==> config.mk <==
export PLATFORM = sky130hd
export DESIGN_NAME = pdp8_tt_uart
export DESIGN_NICKNAME = d
export VERILOG_FILES = /design/src/rtl/pdp8_tt_uart.sv
export SDC_FILE = /design/constraint.sdc
export NUM_CORES = 1
export LEC_CHECK = 0
export CORE_MARGIN = 2
export CORE_UTILIZATION = 36
export DETAILED_ROUTE_END_ITERATION = 10
export PLACE_DENSITY_LB_ADDON = 0.15
export SYNTH_ARGS = -nofsm -noshare
export SYNTH_HDL_FRONTEND = slang
export SYNTH_SLANG_ARGS = --single-unit
==> constraint.sdc <==
create_clock -name clk -period 1.8 [get_ports clk]
set_input_delay 0.18 -clock clk [delete_from_list [all_inputs] [get_ports clk]]
set_output_delay 0.18 -clock clk [all_outputs]
set_load 0.01 [all_outputs]
==> src/rtl/pdp8_tt_uart.sv <==
// pdp8_tt_uart -- serial side of the PDP-8 console teletype interface.
//
// Accepts characters from the console device over a tx_req/tx_ack handshake into a
// one-deep holding register and serialises them on tx_out. Deserialises rx_in into a
// one-deep receive register offered to the console device via rx_empty/rx_req/rx_ack.
// Bit timing comes from external baud-rate enables (tx_clk once per bit, rx_clk
// RX_OVERSAMPLE times per bit).
//
// Frame: start(0), 8 data bits LSB first, [even parity], STOP_BITS stop bits (1).
// Optional feature macro: TT_PARITY_EN (adds the parity bit to both directions; a
// received parity mismatch drops the frame like a framing error).
//
// Ports:
//   clk       in   system clock, all logic on rising edge
//   reset     in   asynchronous, active-low; clears all state
//   tx_clk    in   one-cycle enable per transmit bit time
//   tx_req    in   initiator offers a character on tx_data
//   tx_ack    out  character latched; held until tx_req drops
//   tx_data   in   [7:0] character to send, sampled on acceptance
//   tx_empty  out  holding register and shifter both idle
//   tx_out    out  serial output, idle high
//   rx_clk    in   one-cycle enable, RX_OVERSAMPLE per receive bit time
//   rx_req    in   initiator consumes the held character
//   rx_ack    out  consume done; held until rx_req drops
//   rx_data   out  [7:0] last good received character
//   rx_empty  out  0 = unread character held
//   rx_in     in   serial input, asynchronous to clk
module pdp8_tt_uart #(
   parameter int STOP_BITS     = 2,
   parameter int RX_OVERSAMPLE = 16
) (
   input  logic       clk,
   input  logic       reset,
   input  logic       tx_clk,
   input  logic       tx_req,
   output logic       tx_ack,
   input  logic [7:0] tx_data,
   output logic       tx_empty,
   output logic       tx_out,
   input  logic       rx_clk,
   input  logic       rx_req,
   output logic       rx_ack,
   output logic [7:0] rx_data,
   output logic       rx_empty,
   input  logic       rx_in
);

   localparam int CW = $clog2(RX_OVERSAMPLE);
   localparam logic [CW-1:0] HALF_CNT = CW'(RX_OVERSAMPLE / 2 - 1);
   localparam logic [CW-1:0] FULL_CNT = CW'(RX_OVERSAMPLE - 1);
   localparam logic          STOP_LAST = 1'(STOP_BITS - 1);

`ifdef TT_PARITY_EN
   typedef enum logic [2:0] {TX_IDLE, TX_START, TX_DATA, TX_PAR, TX_STOP} tx_state_t;
   typedef enum logic [2:0] {RX_IDLE, RX_START, RX_DATA, RX_PAR, RX_STOP} rx_state_t;
   logic tx_par_reg, tx_par_next;
   logic rx_par_reg, rx_par_next;
`else
   typedef enum logic [2:0] {TX_IDLE, TX_START, TX_DATA, TX_STOP} tx_state_t;
   typedef enum logic [2:0] {RX_IDLE, RX_START, RX_DATA, RX_STOP} rx_state_t;
`endif

   // ---------------- transmit ----------------
   tx_state_t  tx_state_reg, tx_state_next;
   logic [7:0] tx_shift_reg, tx_shift_next;
   logic [2:0] tx_bits_reg, tx_bits_next;
   logic       tx_stop_reg, tx_stop_next;
   logic       tx_line_reg, tx_line_next;
   logic [7:0] hold_data_reg, hold_data_next;
   logic       hold_full_reg, hold_full_next;
   logic       tx_ack_reg, tx_ack_next;

   always_comb begin
      tx_state_next  = tx_state_reg;
      tx_shift_next  = tx_shift_reg;
      tx_bits_next   = tx_bits_reg;
      tx_stop_next   = tx_stop_reg;
      tx_line_next   = tx_line_reg;
      hold_data_next = hold_data_reg;
      hold_full_next = hold_full_reg;
      tx_ack_next    = tx_ack_reg;
`ifdef TT_PARITY_EN
      tx_par_next    = tx_par_reg;
`endif
      // Handshake: accept only into an empty holding register, once per request.
      if (tx_ack_reg && !tx_req) begin
         tx_ack_next = 1'b0;
      end else if (!tx_ack_reg && tx_req && !hold_full_reg) begin
         hold_data_next = tx_data;
         hold_full_next = 1'b1;
         tx_ack_next    = 1'b1;
      end

      if (tx_clk) begin
         case (tx_state_reg)
            TX_IDLE: begin
               if (hold_full_reg) begin
                  tx_shift_next  = hold_data_reg;
                  hold_full_next = 1'b0;
                  tx_line_next   = 1'b0;
                  tx_state_next  = TX_START;
`ifdef TT_PARITY_EN
                  tx_par_next    = ^hold_data_reg;
`endif
               end
            end
            TX_START: begin
               tx_line_next  = tx_shift_reg[0];
               tx_shift_next = tx_shift_reg >> 1;
               tx_bits_next  = 3'd0;
               tx_state_next = TX_DATA;
            end
            TX_DATA: begin
               // bit 0 went out on the START edge; bits 1..7 on counts 0..6
               if (tx_bits_reg == 3'd7) begin
`ifdef TT_PARITY_EN
                  tx_line_next  = tx_par_reg;
                  tx_state_next = TX_PAR;
`else
                  tx_line_next  = 1'b1;
                  tx_stop_next  = 1'b0;
                  tx_state_next = TX_STOP;
`endif
               end else begin
                  tx_line_next  = tx_shift_reg[0];
                  tx_shift_next = tx_shift_reg >> 1;
                  tx_bits_next  = tx_bits_reg + 3'd1;
               end
            end
`ifdef TT_PARITY_EN
            TX_PAR: begin
               tx_line_next  = 1'b1;
               tx_stop_next  = 1'b0;
               tx_state_next = TX_STOP;
            end
`endif
            TX_STOP: begin
               if (tx_stop_reg == STOP_LAST) begin
                  // a waiting character starts straight away, no idle bit
                  if (hold_full_reg) begin
                     tx_shift_next  = hold_data_reg;
                     hold_full_next = 1'b0;
                     tx_line_next   = 1'b0;
                     tx_state_next  = TX_START;
`ifdef TT_PARITY_EN
                     tx_par_next    = ^hold_data_reg;
`endif
                  end else begin
                     tx_line_next  = 1'b1;
                     tx_state_next = TX_IDLE;
                  end
               end else begin
                  tx_stop_next = 1'b1;
               end
            end
            default: tx_state_next = TX_IDLE;
         endcase
      end
   end

   // ---------------- receive ----------------
   rx_state_t   rx_state_reg, rx_state_next;
   logic [CW-1:0] rx_cnt_reg, rx_cnt_next;
   logic [2:0]  rx_bits_reg, rx_bits_next;
   logic [7:0]  rx_shift_reg, rx_shift_next;
   logic [7:0]  rx_data_reg, rx_data_next;
   logic        rx_empty_reg, rx_empty_next;
   logic        rx_ack_reg, rx_ack_next;
   logic        rx_meta_reg, rx_sync_reg;
   logic        frame_good;

   always_comb begin
      rx_state_next = rx_state_reg;
      rx_cnt_next   = rx_cnt_reg;
      rx_bits_next  = rx_bits_reg;
      rx_shift_next = rx_shift_reg;
      rx_data_next  = rx_data_reg;
      rx_empty_next = rx_empty_reg;
      rx_ack_next   = rx_ack_reg;
      frame_good    = 1'b0;
`ifdef TT_PARITY_EN
      rx_par_next   = rx_par_reg;
`endif
      if (rx_clk) begin
         case (rx_state_reg)
            RX_IDLE: begin
               if (!rx_sync_reg) begin
                  rx_cnt_next   = '0;
                  rx_state_next = RX_START;
               end
            end
            RX_START: begin
               // recheck at mid start bit rejects short glitches
               if (rx_cnt_reg == HALF_CNT) begin
                  rx_cnt_next   = '0;
                  rx_bits_next  = 3'd0;
                  rx_state_next = rx_sync_reg ? RX_IDLE : RX_DATA;
               end else begin
                  rx_cnt_next = rx_cnt_reg + 1'b1;
               end
            end
            RX_DATA: begin
               if (rx_cnt_reg == FULL_CNT) begin
                  rx_cnt_next   = '0;
                  rx_shift_next = {rx_sync_reg, rx_shift_reg[7:1]};
                  if (rx_bits_reg == 3'd7) begin
`ifdef TT_PARITY_EN
                     rx_state_next = RX_PAR;
`else
                     rx_state_next = RX_STOP;
`endif
                  end else begin
                     rx_bits_next = rx_bits_reg + 3'd1;
                  end
               end else begin
                  rx_cnt_next = rx_cnt_reg + 1'b1;
               end
            end
`ifdef TT_PARITY_EN
            RX_PAR: begin
               if (rx_cnt_reg == FULL_CNT) begin
                  rx_cnt_next   = '0;
                  rx_par_next   = rx_sync_reg;
                  rx_state_next = RX_STOP;
               end else begin
                  rx_cnt_next = rx_cnt_reg + 1'b1;
               end
            end
`endif
            RX_STOP: begin
               // return to IDLE at mid stop bit so the next start is not missed
               if (rx_cnt_reg == FULL_CNT) begin
                  rx_cnt_next   = '0;
                  rx_state_next = RX_IDLE;
`ifdef TT_PARITY_EN
                  frame_good    = rx_sync_reg && (rx_par_reg == ^rx_shift_reg);
`else
                  frame_good    = rx_sync_reg;
`endif
               end else begin
                  rx_cnt_next = rx_cnt_reg + 1'b1;
               end
            end
            default: rx_state_next = RX_IDLE;
         endcase
      end

      if (rx_ack_reg && !rx_req) begin
         rx_ack_next = 1'b0;
      end else if (!rx_ack_reg && rx_req) begin
         rx_ack_next   = 1'b1;
         rx_empty_next = 1'b1;
      end
      // a frame completing on the same edge as a read wins
      if (frame_good) begin
         rx_data_next  = rx_shift_reg;
         rx_empty_next = 1'b0;
      end
   end

   always_ff @(posedge clk or negedge reset) begin
      if (!reset) begin
         tx_state_reg  <= TX_IDLE;
         tx_shift_reg  <= '0;
         tx_bits_reg   <= '0;
         tx_stop_reg   <= 1'b0;
         tx_line_reg   <= 1'b1;
         hold_data_reg <= '0;
         hold_full_reg <= 1'b0;
         tx_ack_reg    <= 1'b0;
         rx_state_reg  <= RX_IDLE;
         rx_cnt_reg    <= '0;
         rx_bits_reg   <= '0;
         rx_shift_reg  <= '0;
         rx_data_reg   <= '0;
         rx_empty_reg  <= 1'b1;
         rx_ack_reg    <= 1'b0;
         rx_meta_reg   <= 1'b1;
         rx_sync_reg   <= 1'b1;
`ifdef TT_PARITY_EN
         tx_par_reg    <= 1'b0;
         rx_par_reg    <= 1'b0;
`endif
      end else begin
         tx_state_reg  <= tx_state_next;
         tx_shift_reg  <= tx_shift_next;
         tx_bits_reg   <= tx_bits_next;
         tx_stop_reg   <= tx_stop_next;
         tx_line_reg   <= tx_line_next;
         hold_data_reg <= hold_data_next;
         hold_full_reg <= hold_full_next;
         tx_ack_reg    <= tx_ack_next;
         rx_state_reg  <= rx_state_next;
         rx_cnt_reg    <= rx_cnt_next;
         rx_bits_reg   <= rx_bits_next;
         rx_shift_reg  <= rx_shift_next;
         rx_data_reg   <= rx_data_next;
         rx_empty_reg  <= rx_empty_next;
         rx_ack_reg    <= rx_ack_next;
         rx_meta_reg   <= rx_in;
         rx_sync_reg   <= rx_meta_reg;
`ifdef TT_PARITY_EN
         tx_par_reg    <= tx_par_next;
         rx_par_reg    <= rx_par_next;
`endif
      end
   end

   assign tx_ack   = tx_ack_reg;
   assign tx_out   = tx_line_reg;
   // an outstanding acknowledge also counts as busy
   assign tx_empty = (tx_state_reg == TX_IDLE) && !hold_full_reg && !tx_ack_reg;
   assign rx_ack   = rx_ack_reg;
   assign rx_data  = rx_data_reg;
   assign rx_empty = rx_empty_reg;

endmodule

==> summary.md, run 1 <==
| Metric | Value |
|---|---|
| Total clock buffers created by CTS | 5 |
| Port Buf Inserts | 27 |
| Final period utilization | 103% |
| Post-synthesis sequential area ratio | 52.3% |
| Minimum clock period | 1.86 ns |
| Crit path DAT | 2.06 ns |
| Asr flop ratio synth | 100% |
| GRT Overall Usage | 12.9% |
| Pre-CTS WS | -0.0402 ns |
| Met3 routed WL | 182 um |
| Area of the core | 6870 um2 |
| Drc violations | 0 |
| DP Area | 3060 um2 |
| Antenna diode count | 0 |
| Slew Limit Fails | 0 |
| Number of global-route vias before repair | 1,673 |
| M1 wire length | 2330 um |
| HPWL Detailed | 3100 um |
| CP Data Required Time | 2.00 ns |
| Most frequent cells in the layout | dfrtp_1 (49), mux2_2 (34), clkdlybuf4s50_1 (25) |
| Die Footprint | 7890 um2 |
| Post-synth EDFFs | 0 |
| Routed WL | 4760 um |
| Max Freq | 537 MHz |
| Clk sinks | 54 |
| Non-filler cells, final | 346 |
| Final GP Congestion | 0.766 |
| Gr ovfl total | 0 |
| ANT nets after route | 0 |
| Failing checks | negative setup slack |
| CP Launch Type | flip-flop |
| Hold crit path type | in2reg |
| Post-Syn Instances | 208 |
| Die Y | 88.8 um |
| Leakage | 1.50 nW |
| Main flop type after synthesis | dfrtp_1 |
| Clock Skew | 0.00368 ns |
| Max-cap violations | 0 |
| Synthesized area per cell | 12.5 um2 |
| Synth-to-layout area growth | 27.5% |
| Design area | 3300 um2 |
| Max-slew headroom | 69.3% |
| Crit Path Max Fanout | 8 |
| #FFs+latches synth | 54 |
| Crit end category | flip-flop |
| Drt initial violations | 74 |
| Initial Util | 37.7% |
| Routed wire per std cell | 13.8 um |
| H-tree levels | 2 |
| Initial antenna violation count | 0 |
| Worst Hold Margin | 0.268 ns |
| VDD IR max | 550 uV |
| Inst Count DP | 335 |
| Setup TNS | -0.481 ns |
| Netlist cell types | 44 |
| Power per cell area | 1520 nW/um2 |
| Final worst-path setup slack | -0.0628 ns |
| First-pass GRT wire length | 7940 um |
| Yosys warnings | 0 |
| RSZ-0062 raised after global routing | yes |
| DR vias | 1,741 |
| Worst setup path category | reg2reg |
| Mapped cell area | 2590 um2 |
| Drt pass-1 iters | 4 |
| Uppermost layer routed | met4 |
| Clock buffer depth | 2 |
| Met2 routed WL | 2160 um |
| Final hold viol count | 0 |
| Io pins | 28 |
| Root Buffer | clkbuf_8 |
| TritonCTS clock tree | done |
| Measured slew at the worst slew-check pin | 0.456 ns |
| Layout cells sized above 1 | 35.2% |
| Placement row count | 30 |
| Post-layout nets | 275 |
| Clk slew on worst S/H paths | 0.10 ns |
| Syn Nets | 234 |
| Largest net degree at the start of global routing | 55 |
| Status | complete, but fails checks |
| Final setup viols | 8 |
| Later-pin clock latency in the skew report | 0.31 ns |
| Die W | 88.8 um |
| Vias per std cell | 5.03 |
| Most common cell after layout, fill and taps aside | dfrtp_1 |
-- cells in the mapped netlist (2+ instances only) --
cell | number | area, um2
o211ai_1 | 2 | 15.0
mux2_2 | 42 | 473
mux2i_1 | 4 | 40.0
o31ai_1 | 2 | 15.0
a21oi_1 | 9 | 45.0
buf_2 | 6 | 30.0
o2111ai_1 | 3 | 26.3
o21ai_0 | 4 | 20.0
inv_1 | 15 | 56.3
nand2_1 | 8 | 30.0
ha_1 | 11 | 138
nor2_2 | 2 | 12.5
clkbuf_1 | 3 | 11.3
a22oi_1 | 3 | 22.5
a41oi_1 | 2 | 17.5
nand2b_1 | 4 | 25.0
nor2_1 | 7 | 26.3
dfrtp_1 | 50 | 1250
nand3_1 | 3 | 15.0
dfstp_2 | 4 | 105
-- cells by family (layout without fill, tap and decap cells) --
family          count (synthesis)  in the layout  share of synthesized area (%)
flops                          54             54                           52.3
mux                            46             46                           19.8
compound gates                 37             37                           10.2
fa+ha+maj                      11             11                           5.31
xor+xnor                        1              1                          0.338
simple gates                   35             35                           8.26
buf+inv                        24             66                           3.77
-- timing repair --
item                                   in CTS  in global routing
hold buffers                                1                  0
gates resized for setup                     7                 16
pin swaps                                   1                  1
endpoints found under the hold margin      50                  0
setup endpoints to repair                   9                 13
buffers inserted                            1                  1
-- final timing paths --
check | startpoint | end | slack [ns] | cells after the start
setup / recovery | tx_state_reg[1] | tx_shift_reg[7] | -0.06 | 5
hold / removal | rx_in | rx_meta_reg | 0.27 | 1
setup reg to reg | tx_state_reg[1] | tx_shift_reg[7] | -0.06 | 5
hold reg to reg | rx_meta_reg | rx_sync_reg | 0.36 | 0
max in group asynchronous | reset | rx_meta_reg | 1.13 | 3
min in group asynchronous | reset | rx_ack | 0.39 | 3
-- final cells by class --
class,instances,area (um2)
fillers,641,3560
flip-flops and latches,54,1360
multi-input cells,130,1220
repair buffers,43,412
well taps,96,120
clock buffers,6,82.6
clock inverters,2,60.1
inverters,15,56.3
-- metal layers --
layer  up-vias  track usage (%)
met5         -                0
met3         7             3.17
met4         0             4.13
li1        834                -
met1       855             18.1
met2        45             19.5
-- report_power, final --
group,switching (mW),internal (mW)
Combinational,0.900,1.22
Sequential,0.323,1.59
Clock,0.404,0.593
-- critical path: stages, from the launching register on --
cell and delay (ns):
dfrtp_1 0.42, buf_6 0.13, ha_4 0.15, or4_4 0.50
nand4_4 0.22, mux2_4 0.32
-- metrics by stage --
| stage | power [mW] | util, % |
|---|---|---|
| after floorplan | 3.24 | - |
| after global placement | 3.77 | 44.6 |
| after detailed placement | 3.78 | 44.6 |
| after CTS | 4.87 | 47.2 |
| after global routing | 5.39 | 48.1 |
| final | 5.03 | 48.1 |
Power figures use the tool's default switching activity.
==> inputs of run 2 (changes only) <==
--- a/config.mk
+++ b/config.mk
@@ -5,6 +5,7 @@
 export SDC_FILE = /design/constraint.sdc
 export NUM_CORES = 1
 export LEC_CHECK = 0
+export ABC_CLOCK_PERIOD_IN_PS = 1800
 export CORE_MARGIN = 2
 export CORE_UTILIZATION = 36
 export DETAILED_ROUTE_END_ITERATION = 10
==> results of run 2 <==
No change in the layout: final DEF, timing and power equal those of run 1.
==> inputs of run 3 (changes only) <==
--- a/config.mk
+++ b/config.mk
@@ -5,7 +5,7 @@
 export SDC_FILE = /design/constraint.sdc
 export NUM_CORES = 1
 export LEC_CHECK = 0
-export ABC_CLOCK_PERIOD_IN_PS = 1800
+export ABC_CLOCK_PERIOD_IN_PS = 1990
 export CORE_MARGIN = 2
 export CORE_UTILIZATION = 36
 export DETAILED_ROUTE_END_ITERATION = 10
==> constraint.sdc (replaced) <==
create_clock -name clk -period 1.99 [get_ports clk]
set_input_delay 0.199 -clock clk [delete_from_list [all_inputs] [get_ports clk]]
set_output_delay 0.199 -clock clk [all_outputs]
set_load 0.01 [all_outputs]
==> run 3 against run 2 <==
- the run now ends clean
- critical path depth unchanged
- power down 20%
- largest power group is now registers
- sequential share of layout area up 2.1 points
- register-to-register slack better by 0.15 ns
- die area unchanged
- global-route usage up 0.076 points
- worst hold slack better by 0.023 ns
- via count down 3.1%
- routed wire length down 3.8%
==> summary.md, run 3 (same netlist as run 1, synthesis figures left out) <==
| Metric | Value |
|---|---|
| Setup TNS | 0 ns |
| Reg-to-Reg Start | tx_state_reg[0] |
| First-pass GRT wire length | 7960 um |
| HP Start | rx_in |
| VDD IR max | 597 uV |
| Crit end category | flip-flop |
| Routed wire per std cell | 13.4 um |
| Total clock buffers created by CTS | 5 |
| Reg2reg path depth | 5 |
| DR vias | 1,687 |
| Initial Util | 37.7% |
| Reg2Reg Setup Slack | 0.08 ns |
| ANT nets after route | 0 |
| Met3 Usage GRT | 3.08% |
| Drc violations | 0 |
| Final hold viol count | 0 |
| Critical R2R Capture | tx_shift_reg[0] |
| Io pins | 28 |
| Hold-critical path depth | 1 |
| Measured slew at the worst slew-check pin | 0.413 ns |
| Worst setup path category | reg2reg |
| Non-filler cells, final | 342 |
| RSZ-0062 raised after global routing | no |
| Leakage | 1.42 nW |
| Max-cap violations | 0 |
| Gr ovfl total | 0 |
| Hold crit path type | in2reg |
| TritonCTS clock tree | done |
| Clock buffer depth | 2 |
| Most frequent cells in the layout | dfrtp_1 (50), mux2_2 (42), clkdlybuf4s50_1 (25) |
| Met1 usage in global routing | 19.3% |
| GRT Overall Usage | 12.9% |
| Initial antenna violation count | 0 |
| Setup fix buffers added after clock tree synthesis | 0 |
| CP Data Required Time | 2.19 ns |
| Final design utilization | 45.7% |
| H-tree levels | 2 |
| Minimum clock period | 1.91 ns |
| Most common cell after layout, fill and taps aside | dfrtp_1 |
| Clock Skew | 0.0137 ns |
| Root Buffer | clkbuf_8 |
| Largest net degree at the start of global routing | 55 |
| Inst Count DP | 333 |
| Crit Path Max Fanout | 8 |
| Fillers | 636 |
| Clk sinks | 54 |
| Worst Hold Margin | 0.290 ns |
| Synth-to-layout area growth | 21.1% |
| Number of global-route vias before repair | 1,691 |
| Area of the core | 6870 um2 |
| Clk slew on worst S/H paths | 0.11 ns |
| WHS Endpoint | rx_meta_reg |
| Status | finished, final reports clean |
| Layout cells sized above 1 | 30.1% |
| Placement row count | 30 |
| Max Freq | 525 MHz |
| Post-layout nets | 271 |
| Port Buf Inserts | 27 |
| Crit path DAT | 2.11 ns |
| Total power | 4.02 mW |
| Vias per std cell | 4.93 |
| Met2 Usage GRT | 18.1% |
| Final GP Congestion | 0.860 |
| CP Launch Type | flip-flop |
| Routed WL | 4580 um |
| Antenna diode count | 0 |
| Global route hottest layer | met1 |
| Final setup viols | 0 |
| Later-pin clock latency in the skew report | 0.31 ns |
| Max-slew headroom | 72.2% |
| Drt pass-1 iters | 4 |
| Drt initial violations | 56 |
| Die W | 88.8 um |
| Power per cell area | 1280 nW/um2 |
| Slew Limit Fails | 0 |
| Die Y | 88.8 um |
| Final period utilization | 95.7% |
| HPWL Detailed | 3210 um |
| Die Footprint | 7890 um2 |
[run 3: cell count changes in the layout (fill, tap and decap cells not counted), moves of 2 or more]
cell,before,now
mux2_4,8,0
ha_1,7,10
inv_1,13,15
inv_2,2,0
ha_4,2,0
bufinv_16,2,0
mux2_2,34,42
buf_4,12,10
[run 3: cell type report]
cell class	instances	area, um2	share of cell area [%]
inverter	15	56.3	1.79
multi-input combinational	130	1140	36.3
sequential	54	1360	43.2
timing repair buffer	39	369	11.8
clock inverter	3	28.8	0.917
tap	96	120	3.83
clock buffer	5	68.8	2.19
[run 3: power breakdown]
group	internal (mW)	total (mW)	switching (mW)
logic	0.920	1.66	0.741
registers	1.44	1.71	0.268
clock network	0.264	0.657	0.393
total	2.62	4.02	1.40
[run 3: repair_timing]
action / in CTS / in global routing
endpoints found under the hold margin: 50 / 0
setup endpoints to repair: 1 / 0
resized for setup: 2 / 0
hold buffers: 1 / 0
[run 3: how the worst max path moves through the flow]
stage / from / end / depth (start not counted)
floorplan: tx_state_reg[0] / tx_shift_reg[0] / 5
global placement: tx_state_reg[0] / tx_shift_reg[3] / 5
detailed placement: tx_state_reg[0] / tx_shift_reg[7] / 5
CTS: tx_state_reg[0] / tx_shift_reg[0] / 5
global route: tx_state_reg[0] / tx_shift_reg[0] / 5
finish: tx_state_reg[0] / tx_shift_reg[0] / 5
[run 3: worst max-delay path, stage by stage, from the launching register on]
cell	delay, ns
dfrtp_1	0.39
inv_1	0.09
ha_1	0.22
or4_4	0.57
nand4_4	0.18
mux2_2	0.35
[run 3: metrics by stage]
step,cell area (um2),setup WS [ns]
3_3_place_gp,3030,0.138
3_5_place_dp,3030,0.103
4_1_cts,3140,0.0808
6_report,3140,0.0850
2_1_floorplan,2590,0.142
5_1_grt,3140,0.000780
[run 3: metal layers]
metal	vias to the layer above	share of wire, %	routed length, um
li1	821	-	-
met1	819	53	2450
met2	41	41	1890
met3	6	3.8	174
met4	0	1.5	70
met5	-	0	0
